--- config.mk ---
export PLATFORM = sky130hd
export DESIGN_NAME = regfile_sb
export DESIGN_NICKNAME = d
export VERILOG_FILES = /design/src/rtl/mcpu_pkg.sv /design/src/rtl/rf_read_port.sv /design/src/rtl/regfile_sb.sv
export SDC_FILE = /design/constraint.sdc
export NUM_CORES = 1
export LEC_CHECK = 0
export BUFFER_PORTS_ARGS = -buffer_cell sky130_fd_sc_hd__buf_2
export CORE_MARGIN = 2
export CORE_UTILIZATION = 45
export DETAILED_ROUTE_END_ITERATION = 10
export GPL_TIMING_DRIVEN = 0
export HOLD_SLACK_MARGIN = 0.05
export PLACE_DENSITY = 0.67
export SLEW_MARGIN = 10
export SYNTH_ARGS = -nofsm -noshare
export SYNTH_HDL_FRONTEND = slang
export SYNTH_SLANG_ARGS = --single-unit
--- constraint.sdc ---
create_clock -name clk -period 3 [get_ports clk]
set_clock_uncertainty 0.05 [all_clocks]
set_input_delay 0.3 -clock clk [delete_from_list [all_inputs] [get_ports clk]]
set_output_delay 0.3 -clock clk [all_outputs]
set_load 0.01 [all_outputs]
--- src/rtl/mcpu_pkg.sv ---
// Shared types and helpers for the MCPU register file.
// Provides state encoding, default sizes and an address range check.
package mcpu_pkg;

    typedef enum logic [0:0] {
        RF_INIT = 1'b0,
        RF_RUN  = 1'b1
    } rf_state_t;

    localparam int MCPU_WIDTH = 16;
    localparam int MCPU_NREGS = 8;

    function automatic logic addr_valid(
        input logic [31:0] addr,
        input int          nregs
    );
        return addr < 32'(nregs);
    endfunction

endpackage

--- src/rtl/rf_read_port.sv ---
// One registered read port: range/R0 masking, write bypass, busy report.
// Ports: clk, rst, run/flush qualifiers, addr, raw array data, busy bit,
// write bus for bypass; outputs rd_data (registered) and rd_busy (comb).
module rf_read_port
    import mcpu_pkg::*;
#(
    parameter int WIDTH   = 16,
    parameter int NREGS   = 8,
    parameter int R0_ZERO = 0,
    parameter int AW      = 3
) (
    input  logic             clk,
    input  logic             rst,
    input  logic             run,
    input  logic             flush,
    input  logic [AW-1:0]    addr,
    input  logic [WIDTH-1:0] raw_data,
    input  logic             busy_bit,
    input  logic             wr_en,
    input  logic [AW-1:0]    wr_addr,
    input  logic [WIDTH-1:0] wr_data,
    output logic [WIDTH-1:0] rd_data,
    output logic             rd_busy
);

    logic hit;
    logic ok;

    assign hit = wr_en && (wr_addr == addr);
    assign ok  = addr_valid(32'(addr), NREGS)
              && !((R0_ZERO != 0) && (addr == '0));

    // A completing write is treated as already resolved.
    assign rd_busy = run && ok && busy_bit && !hit;

    always_ff @(posedge clk or posedge rst) begin
        if (rst) begin
            rd_data <= '0;
        end else if (!run || flush || !ok) begin
            rd_data <= '0;
        end else if (hit) begin
            rd_data <= wr_data;
        end else begin
            rd_data <= raw_data;
        end
    end

endmodule

--- src/rtl/regfile_sb.sv ---
// Register file with NRD read ports, bypassed write, busy scoreboard
// and a clear sequencer. Ports: clk, rst, clr_req, init_done, rd_addr,
// rd_data, rd_busy, wr_en/wr_addr/wr_data, rsv_en/rsv_addr, busy_vec.
module regfile_sb
    import mcpu_pkg::*;
#(
    parameter  int WIDTH   = MCPU_WIDTH,
    parameter  int NREGS   = MCPU_NREGS,
    parameter  int NRD     = 2,
    parameter  int R0_ZERO = 0,
    localparam int AW      = $clog2(NREGS)
) (
    input  logic               clk,
    input  logic               rst,
    input  logic               clr_req,
    output logic               init_done,
    input  logic [NRD*AW-1:0]  rd_addr,
    output logic [NRD*WIDTH-1:0] rd_data,
    output logic [NRD-1:0]     rd_busy,
    input  logic               wr_en,
    input  logic [AW-1:0]      wr_addr,
    input  logic [WIDTH-1:0]   wr_data,
    input  logic               rsv_en,
    input  logic [AW-1:0]      rsv_addr,
    output logic [NREGS-1:0]   busy_vec
);

    localparam logic [AW-1:0] LAST = AW'(NREGS - 1);

    rf_state_t        state;
    logic [AW-1:0]    idx;
    logic [WIDTH-1:0] mem [NREGS];
    logic [NREGS-1:0] busy_nxt;
    logic             run;
    logic             accept;
    logic             wr_ok;
    logic             rsv_ok;

    assign run       = (state == RF_RUN);
    assign init_done = run;
    // A clear request discards any same-cycle write or reservation.
    assign accept    = run && !clr_req;

    assign wr_ok  = accept && wr_en
                 && addr_valid(32'(wr_addr), NREGS)
                 && !((R0_ZERO != 0) && (wr_addr == '0));
    assign rsv_ok = accept && rsv_en
                 && addr_valid(32'(rsv_addr), NREGS)
                 && !((R0_ZERO != 0) && (rsv_addr == '0));

    // Set after clear: a new producer supersedes the completing one.
    always_comb begin
        busy_nxt = busy_vec;
        if (wr_ok) busy_nxt[wr_addr] = 1'b0;
        if (rsv_ok) busy_nxt[rsv_addr] = 1'b1;
    end

    always_ff @(posedge clk or posedge rst) begin
        if (rst) begin
            state    <= RF_INIT;
            idx      <= '0;
            busy_vec <= '0;
        end else begin
            unique case (state)
                RF_INIT: begin
                    busy_vec <= '0;
                    if (idx == LAST) begin
                        state <= RF_RUN;
                        idx   <= '0;
                    end else begin
                        idx <= idx + 1'b1;
                    end
                end
                RF_RUN: begin
                    if (clr_req) begin
                        state    <= RF_INIT;
                        idx      <= '0;
                        busy_vec <= '0;
                    end else begin
                        busy_vec <= busy_nxt;
                    end
                end
            endcase
        end
    end

    // Storage is not reset; the INIT sweep zeroes it instead.
    always_ff @(posedge clk) begin
        if (state == RF_INIT) begin
            mem[idx] <= '0;
        end else if (wr_ok) begin
            mem[wr_addr] <= wr_data;
        end
    end

    for (genvar p = 0; p < NRD; p++) begin : g_port
        logic [AW-1:0]    a;
        logic [WIDTH-1:0] raw;
        logic             bsy;

        assign a   = rd_addr[p*AW +: AW];
        assign raw = addr_valid(32'(a), NREGS) ? mem[a] : '0;
        assign bsy = addr_valid(32'(a), NREGS) ? busy_vec[a] : 1'b0;

        rf_read_port #(
            .WIDTH   (WIDTH),
            .NREGS   (NREGS),
            .R0_ZERO (R0_ZERO),
            .AW      (AW)
        ) u_port (
            .clk      (clk),
            .rst      (rst),
            .run      (run),
            .flush    (clr_req),
            .addr     (a),
            .raw_data (raw),
            .busy_bit (bsy),
            .wr_en    (wr_en),
            .wr_addr  (wr_addr),
            .wr_data  (wr_data),
            .rd_data  (rd_data[p*WIDTH +: WIDTH]),
            .rd_busy  (rd_busy[p])
        );
    end

endmodule

==> results.tsv <==
metric	value	unit
dr_total_vias	5535	
required	3.10	ns
worst_pin_slew	0.867	ns
p_leak	3.71	nW
stdcell_area	9340	µm²
max_slew_margin	42.2	%
clk_latency	0.44	ns
h-tree-depth	4	
ios	76	
start_util	46.0	%
synth_edf_count	128	
ys_seq_elements	172	
routed_wl	23100	µm
critical_path.max_fanout	9	
dp_hpwl	15600	µm
ant_nets	0	
die_area	18700	µm²
drv_cap	0	
die_w	137	µm
synth_flop_cell	edfxtp_1	
syn-num-nets	576	
layout_commonest_cell	edfxtp_1	
drive_gt1_share	29.0	%
cts_max_path_buffers	2	
fmax	384	MHz
dpl_cell_area	8740	µm²
drt-initial-drc-count	699	
cts_tree	yes	
ctsResizeCount	0	
worst_slack	0.393	ns
routabilityCongestion	0.871	
finalSetupTns	0	ns
globalRoute.totalOverflow	0	
cts.sinks	172	
critPathKind	primary input to flip-flop	
drc_errors	0	
synth_area	7930	µm²
period_needed	2.61	ns
async_flop_share	25.6	%
outcome	finished, final reports clean	
die_h	137	µm
grt_max_degree	31	
first_global_vias	5705	
finalSetupViolations	0	
core	17200	µm²
preCtsSetupSlack	0.550	ns
synth_cells	541	
root_buffer	clkbuf_16	
finalHoldViolations	0	
yosysUniqueCellTypes	34	
antenna_found_initial	0	
area_growth	17.8	%
yosysWarnings	0	
groute.usage.overall	25.9	%
cp-end-kind	flip-flop	
firstDrtPassIters	6	
fill_cells	1369	
diodes	0	
viasPerCell	6.27	
cts_buffers	17	
finalMaxSlewViolations	0	
syn_avg_cell_area	14.7	µm²
crit_arrival	2.70	ns
port_buffers	74	
rows	48	
start_kind	primary input	
total_power	7.47	mW
seq_area_frac_synth	62.3	%
fin_nets	680	
period_share	86.9	%
cts.clk_slew.worst_paths	0.07	ns
vdd_drop_max	0.000470	V
mostFrequentLayoutCells	edfxtp_1, buf_2, a21oi_1, mux2i_1, dfrtp_1	
hp-class	primary input to flip-flop	
p_per_area	800	nW/µm²
wl_per_cell	26.2	µm
rsz0062_at_grt	false	
grt_pass1_wl	34000	µm
==> registers in the layout, indices dropped and copies added (netlist names) <==
register,flops
g_port.u_port.rd_data,32
idx,3
init_done,1
mem,128
busy_vec,8
==> power breakdown <==
part	internal (mW)	switching (mW)	total [mW]
clock	1.24	0.971	2.21
sequential	3.22	0.235	3.46
combinational	0.664	1.14	1.80
==> critical path, stage by stage <==
cell and delay, ns:
dlygate4sd3_1 0.55, buf_2 0.15, nand3b_1 0.25, nor3b_1 0.46, a21oi_1 0.15, nor2_2 0.59, buf_8 0.24
==> synthesized netlist by cell type (10+ instances only) <==
master    number  share of area [%]
a21oi_1       68                4.3
and3_1        18                1.4
buf_2         10               0.63
buf_4         10               0.95
clkbuf_1      17               0.80
dfrtp_1       44                 14
edfxtp_1     128                 48
mux2i_1       64                8.1
mux4_2        38                 11
nand2_1       12               0.57
nor2_1        15               0.71
o21ai_0       35                2.2
o22ai_1       31                2.4
==> worst paths after layout <==
check / end / depth (start not counted) / slack, ns / startpoint
worst max-delay path: mem[3][4] / 7 / 0.39 / clr_req
worst min-delay path: busy_vec[5] / 2 / 0.06 / rsv_addr[1]
worst max register to register: mem[3][4] / 5 / 0.58 / init_done
worst min register to register: idx[2] / 2 / 0.54 / idx[2]
max in group asynchronous: g_port[1].u_port.rd_data[3] / 4 / 2.06 / rst
min in group asynchronous: init_done / 3 / 0.32 / rst
==> repair_timing <==
| item | 4_1_cts | 5_1_grt |
|---|---|---|
| endpoints found under the hold margin | 15 | 0 |
| hold buffers | 2 | 0 |
| setup buffers | 0 | 0 |
==> cells by family (layout without fill, tap and decap cells) <==
| kind of cell | Yosys count | in the layout | share of synthesized area [%] |
|---|---|---|---|
| AND/OR/NAND/NOR | 66 | 66 | 4.37 |
| flip-flops | 172 | 172 | 62.3 |
| AO/OA/AOI/OAI | 145 | 145 | 10.1 |
| adder cells (fa/ha/maj) | 2 | 2 | 0.315 |
| buffers and inverters | 48 | 165 | 3.31 |
| XOR/XNOR | 6 | 6 | 0.663 |
| multiplexers | 102 | 102 | 18.9 |
==> metal layers <==
metal,routed length (µm),global-route usage [%]
met1,9100,34.2
met3,2370,6.78
met2,10900,40.4
met4,779,12.0
met5,0,0
==> layout make-up <==
| cell class | count | area [µm²] | area share (%) |
|---|---|---|---|
| clock inverter | 14 | 158 | 1.69 |
| sequential | 172 | 4940 | 52.9 |
| buffer | 43 | 244 | 2.61 |
| clock buffer | 18 | 429 | 4.59 |
| inverter | 5 | 18.8 | 0.201 |
| timing repair buffer | 85 | 523 | 5.60 |
| multi-input combinational | 321 | 2740 | 29.4 |
| tap | 225 | 282 | 3.01 |
==> metrics by stage <==
stage	hold slack, ns	cells	utilization [%]
after floorplan	0.332	541	-
after global placement	0.472	840	49.8
after detailed placement	0.244	849	50.7
after CTS	0.0509	883	54.2
after global routing	0.0655	883	54.2
final	0.0578	883	54.2
Note: power is estimated with default switching activity, not from simulation.
